### src/rtl/layer_sequencer.sv
// layer_sequencer: launches each LeNet layer engine in turn and waits for
// its finish, with a settle gap, watchdog and stray-finish flag.
module layer_sequencer #(
    parameter int NUM_LAYERS     = 5,
    parameter int IDX_W          = 3,
    parameter int GAP_CYCLES     = 1,
    parameter int TIMEOUT_CYCLES = 0,
    parameter int CNT_W          = 16
) (
    input  logic                  clk,
    input  logic                  rst,
    input  logic                  start,
    input  logic                  abort,
    input  logic [NUM_LAYERS-1:0] layer_finish,
    output logic [NUM_LAYERS-1:0] layer_start,
    output logic [IDX_W-1:0]      cur_layer,
    output logic                  busy,
    output logic                  done,
    output logic                  timeout,
    output logic                  stray
);

    typedef enum logic [2:0] {
        S_IDLE,
        S_LAUNCH,
        S_WAIT,
        S_GAP,
        S_DONE,
        S_ERR
    } state_t;

    localparam logic [IDX_W-1:0] LAST_IDX = IDX_W'(NUM_LAYERS - 1);
    localparam logic [CNT_W-1:0] GAP_LAST = CNT_W'(GAP_CYCLES - 1);
    localparam logic [CNT_W-1:0] TO_LAST  = CNT_W'(TIMEOUT_CYCLES - 1);
    localparam logic [CNT_W-1:0] CNT_MAX  = '1;
    localparam logic [CNT_W-1:0] CNT_ONE  = CNT_W'(1);
    localparam logic [IDX_W-1:0] IDX_ONE  = IDX_W'(1);

    state_t                state;
    state_t                nxt;
    logic [IDX_W-1:0]      nxt_cur;
    logic [CNT_W-1:0]      wait_cnt;
    logic [CNT_W-1:0]      gap_cnt;
    logic [CNT_W-1:0]      nxt_wait;
    logic [CNT_W-1:0]      nxt_gap;
    logic [NUM_LAYERS-1:0] cur_mask;
    logic [NUM_LAYERS-1:0] launch_mask;
    logic                  fin_cur;
    logic                  fin_other;
    logic                  fin_any;
    logic                  busy_st;
    logic                  stray_hit;
    logic                  accept;

    assign cur_mask    = NUM_LAYERS'(1) << cur_layer;
    assign launch_mask = NUM_LAYERS'(1) << nxt_cur;
    assign fin_cur     = |(layer_finish & cur_mask);
    assign fin_other   = |(layer_finish & ~cur_mask);
    assign fin_any     = |layer_finish;

    assign busy_st = (state == S_LAUNCH) ||
                     (state == S_WAIT) ||
                     (state == S_GAP);

    // In a pass only the awaited layer may finish; otherwise none may.
    assign stray_hit = busy_st ? fin_other : fin_any;
    assign accept    = (state == S_IDLE) && start && !abort;

    always_comb begin
        nxt      = state;
        nxt_cur  = cur_layer;
        nxt_wait = wait_cnt;
        nxt_gap  = gap_cnt;
        if (abort) begin
            nxt      = S_IDLE;
            nxt_wait = '0;
            nxt_gap  = '0;
        end else begin
            unique case (state)
                S_IDLE: begin
                    if (start) begin
                        nxt     = S_LAUNCH;
                        nxt_cur = '0;
                    end
                end
                S_LAUNCH: begin
                    nxt      = S_WAIT;
                    nxt_wait = '0;
                end
                S_WAIT: begin
                    if (fin_cur) begin
                        if (cur_layer == LAST_IDX) begin
                            nxt = S_DONE;
                        end else if (GAP_CYCLES == 0) begin
                            nxt     = S_LAUNCH;
                            nxt_cur = cur_layer + IDX_ONE;
                        end else begin
                            nxt     = S_GAP;
                            nxt_gap = '0;
                        end
                    end else if (TIMEOUT_CYCLES != 0 &&
                                 wait_cnt == TO_LAST) begin
                        nxt = S_ERR;
                    end else if (wait_cnt != CNT_MAX) begin
                        nxt_wait = wait_cnt + CNT_ONE;
                    end
                end
                S_GAP: begin
                    if (gap_cnt == GAP_LAST) begin
                        nxt     = S_LAUNCH;
                        nxt_cur = cur_layer + IDX_ONE;
                    end else begin
                        nxt_gap = gap_cnt + CNT_ONE;
                    end
                end
                S_DONE: nxt = S_IDLE;
                S_ERR:  nxt = S_ERR;
                default: nxt = S_IDLE;
            endcase
        end
    end

    // Outputs are registered from the next state so they align with it.
    always_ff @(posedge clk) begin
        if (rst) begin
            state       <= S_IDLE;
            cur_layer   <= '0;
            wait_cnt    <= '0;
            gap_cnt     <= '0;
            layer_start <= '0;
            busy        <= 1'b0;
            done        <= 1'b0;
            timeout     <= 1'b0;
            stray       <= 1'b0;
        end else begin
            state       <= nxt;
            cur_layer   <= nxt_cur;
            wait_cnt    <= nxt_wait;
            gap_cnt     <= nxt_gap;
            layer_start <= (nxt == S_LAUNCH) ? launch_mask : '0;
            busy        <= (nxt == S_LAUNCH) ||
                           (nxt == S_WAIT) ||
                           (nxt == S_GAP);
            done        <= (nxt == S_DONE);
            timeout     <= (nxt == S_ERR);
            stray       <= (accept ? 1'b0 : stray) | stray_hit;
        end
    end

endmodule

### config.mk
export PLATFORM = sky130hd
export DESIGN_NAME = layer_sequencer
export DESIGN_NICKNAME = d
export VERILOG_FILES = /design/src/rtl/layer_sequencer.sv
export SDC_FILE = /design/constraint.sdc
export NUM_CORES = 1
export LEC_CHECK = 0
export ABC_AREA = 1
export BUFFER_PORTS_ARGS = -buffer_cell sky130_fd_sc_hd__buf_4
export CORE_MARGIN = 5
export CORE_UTILIZATION = 50
export DETAILED_ROUTE_END_ITERATION = 7
export GPL_TIMING_DRIVEN = 1
export PLACE_DENSITY = 0.85
export SYNTH_ARGS = -nofsm -noshare
export SYNTH_HDL_FRONTEND = slang
export SYNTH_SLANG_ARGS = --single-unit
### constraint.sdc
create_clock -name clk -period 1.6 [get_ports clk]
set_input_delay 0.32 -clock clk [delete_from_list [all_inputs] [get_ports clk]]
set_output_delay 0.32 -clock clk [all_outputs]
set_load 0.005 [all_outputs]
==> impl_metrics.ini <==
[timing]
setup_tns_ns = -0.665
layout_min_cycle_time_ns = 1.68
setup_ws_ns = -0.0843
rsz0062_at_grt = yes
timing.final.crit_share_pct = 105
relSlewSlack_pct = 62.8
finalHoldViolations = 0
setup_viol = 19
worst_slew_pin_slew_ns = 0.557
finalClockSkew_ns = 0.0106
fmax_mhz = 594
finalMaxSlewViolations = 0

[outcome]
outcome = finished, violations left
violations = setup timing

[worst_setup_path]
cpPeakStageDelay_ns = 0.41
setup.worst_path.end_class = register
worst_path_max_delay_cell = dfxtp_4
crit_chain = inv_4, ha_4, nand2_2, nor2_4, nor2_4, nand2_2, nand3_4, clkbuf_16, nand3_2, a21oi_1
crit_required_ns = 1.82
crit_path_max_fanout = 7
worst_setup_path_start_kind = register
cp_data_arrival_time_ns = 1.91
critPathKind = reg2reg

[placed_design]
numPortBuffers = 20
gp_congestion = 0.885
place_ws_ns = -0.0364
dp.cells = 360
hpwl_um = 3500

[grt]
grt_util_met3_pct = 4.12
antenna_found_initial = 0
gr-total-overflow = 0
grt_pass1_wl_um = 7970
grt.met2_usage_pct = 36.1
grt_pass1_vias = 1869
grt.busiest_layer = met2
grt_max_degree = 15
grtUsageMet1_pct = 21.1
grt_use_total_pct = 19.5

[synth]
synth_area_per_cell_um2 = 6.77
netlist_instances = 276
synth-seq-area-share_pct = 33.2
yosys_most_used_dff = dfxtp_1
synth_edf_count = 0
synth.net_count = 292
synth.largest_area_cell = dfxtp_1
synth_common_cells = nand2_1, nand3_1, nor2_1
ys_seq_elements = 31
yosysMostFrequentCell = nand2_1
yosysWarnings = 0
synth_top_area_share_pct = 33.2
ys_async_sr_fraction_pct = 0
synth_cell_types = 30
syn-cell-area_um2 = 1870
netlist_top_cells_area = dfxtp_1, nand2_1, nand3_1

[floorplan]
floorplan.initialDensity_pct = 51.4
die_area_um2 = 5060
rows = 22
fp.dieW_um = 71.1
ios = 21
die_y_um = 71.1
coreArea_um2 = 3630

[detailed_routing]
vias = 2278
wl_per_cell_um = 17.6
detail-route-antenna-nets = 0
drt_iter0_drc = 299
route.detailed.drc = 0
dr.pass1.iters = 7
wl_um = 6650
viasPerCell = 6.03

[cells_and_area]
fin_nets = 345
syn2layout_area_growth_pct = 44.1
diodes = 0
stdcell_count = 378
layout-drive-gt1-share_pct = 39.4

[clock_network]
ctsHoldBuffers = 0
clk_pin_slew_ns = 0.07
htreeDepth = 2
cts_sinks = 31
clk_path_buf_depth = 2
cts_tree = done
clk_latency_ns = 0.30
cts-buffers-inserted = 5
root_buffer = clkbuf_8

[power_and_ir_drop]
power_density_nw_per_um2 = 643
p_leak_nw = 1.16
ir_worst_vdd_mv = 0.663

[run]
maxCapViolations = 0

[hold_path]
min_path_type = in2reg
[worst max-delay path: cells and delay by family (launching register included)]
family          cells  cell delay, ns
simple gates        6            0.64
flops               1            0.41
fa+ha+maj           1            0.17
compound gates      1            0.14
buf+inv             2            0.24
[final timing paths]
check                                              from                 endpoint  slack [ns]  depth (start not counted)
worst max-delay path            cur_layer[1]$_SDFF_PP0_  gap_cnt[7]$_SDFFE_PP0P_       -0.08                         10
worst min-delay path                                rst  cur_layer[1]$_SDFF_PP0_        0.26                          2
worst max register to register  cur_layer[1]$_SDFF_PP0_  gap_cnt[7]$_SDFFE_PP0P_       -0.08                         10
worst min register to register  gap_cnt[1]$_SDFFE_PP0P_  gap_cnt[1]$_SDFFE_PP0P_        0.49                          2
[metal layers]
metal | vias to the layer above | part of all wire [%]
met2 | 145 | 51
met4 | 0 | 5.7
met1 | 1062 | 35
met3 | 40 | 8.0
li1 | 1031 | -
met5 | - | 0
[stage by stage]
stage	hold WS (ns)	cell area [µm²]	power, mW	utilization (%)
after floorplan	0.460	1870	0.851	-
after global placement	0.464	2220	0.889	61.1
after detailed placement	0.481	2220	0.892	61.1
after CTS	0.258	2340	1.70	64.5
after global routing	0.275	2690	1.78	74.1
final	0.265	2690	1.73	74.1
[flip-flops by register name (all words and copies together) (netlist names)]
name and cells:
stray 1, state 3, busy 1, cur_layer 3, layer_start 5, timeout 1
done 1, gap_cnt 16
[what timing repair did]
| item | CTS | global route |
|---|---|---|
| setup buffers | 0 | 9 |
| resized for setup | 3 | 66 |
| endpoints found under the hold margin | 0 | 0 |
| pin swaps | 0 | 30 |
| cloned | 0 | 1 |
| endpoints found under the setup margin | 18 | 27 |
[layout by cell type, fill, tap and decap left out, types with 6 or more instances in the layout]
cell and count:
nand4_1 8, buf_4 47, nand2_1 46, nand3_1 33, nor2_1 32, nor3_1 7
nand2_2 12, a21oi_1 17, nor2_4 6, inv_1 22, dfxtp_1 24, nand3_2 9
clkbuf_8 6
[cell families (layout without fill, tap and decap cells)]
| kind of cell | count (synthesis) | after routing | synth area share (%) |
|---|---|---|---|
| flip-flops | 31 | 31 | 33.2 |
| buffers and inverters | 34 | 88 | 7.37 |
| AO/OA/AOI/OAI | 35 | 35 | 11.3 |
| AND/OR/NAND/NOR | 169 | 169 | 43.5 |
| adder cells (fa/ha/maj) | 7 | 7 | 4.69 |
[where the power goes]
part | internal [mW] | switching [mW] | total (mW)
sequential | 0.774 | 0.00490 | 0.779
clock | 0.504 | 0.323 | 0.827
combinational | 0.0462 | 0.0797 | 0.126
[area by class of cell]
class	count	area (µm²)
inverter	29	114
timing repair buffer	51	420
multi-input combinational	211	1350
fill	246	942
sequential	31	634
clock inverter	2	35.0
clock buffer	6	82.6
tap	48	60.1
Note: power is estimated with default switching activity, not from simulation.
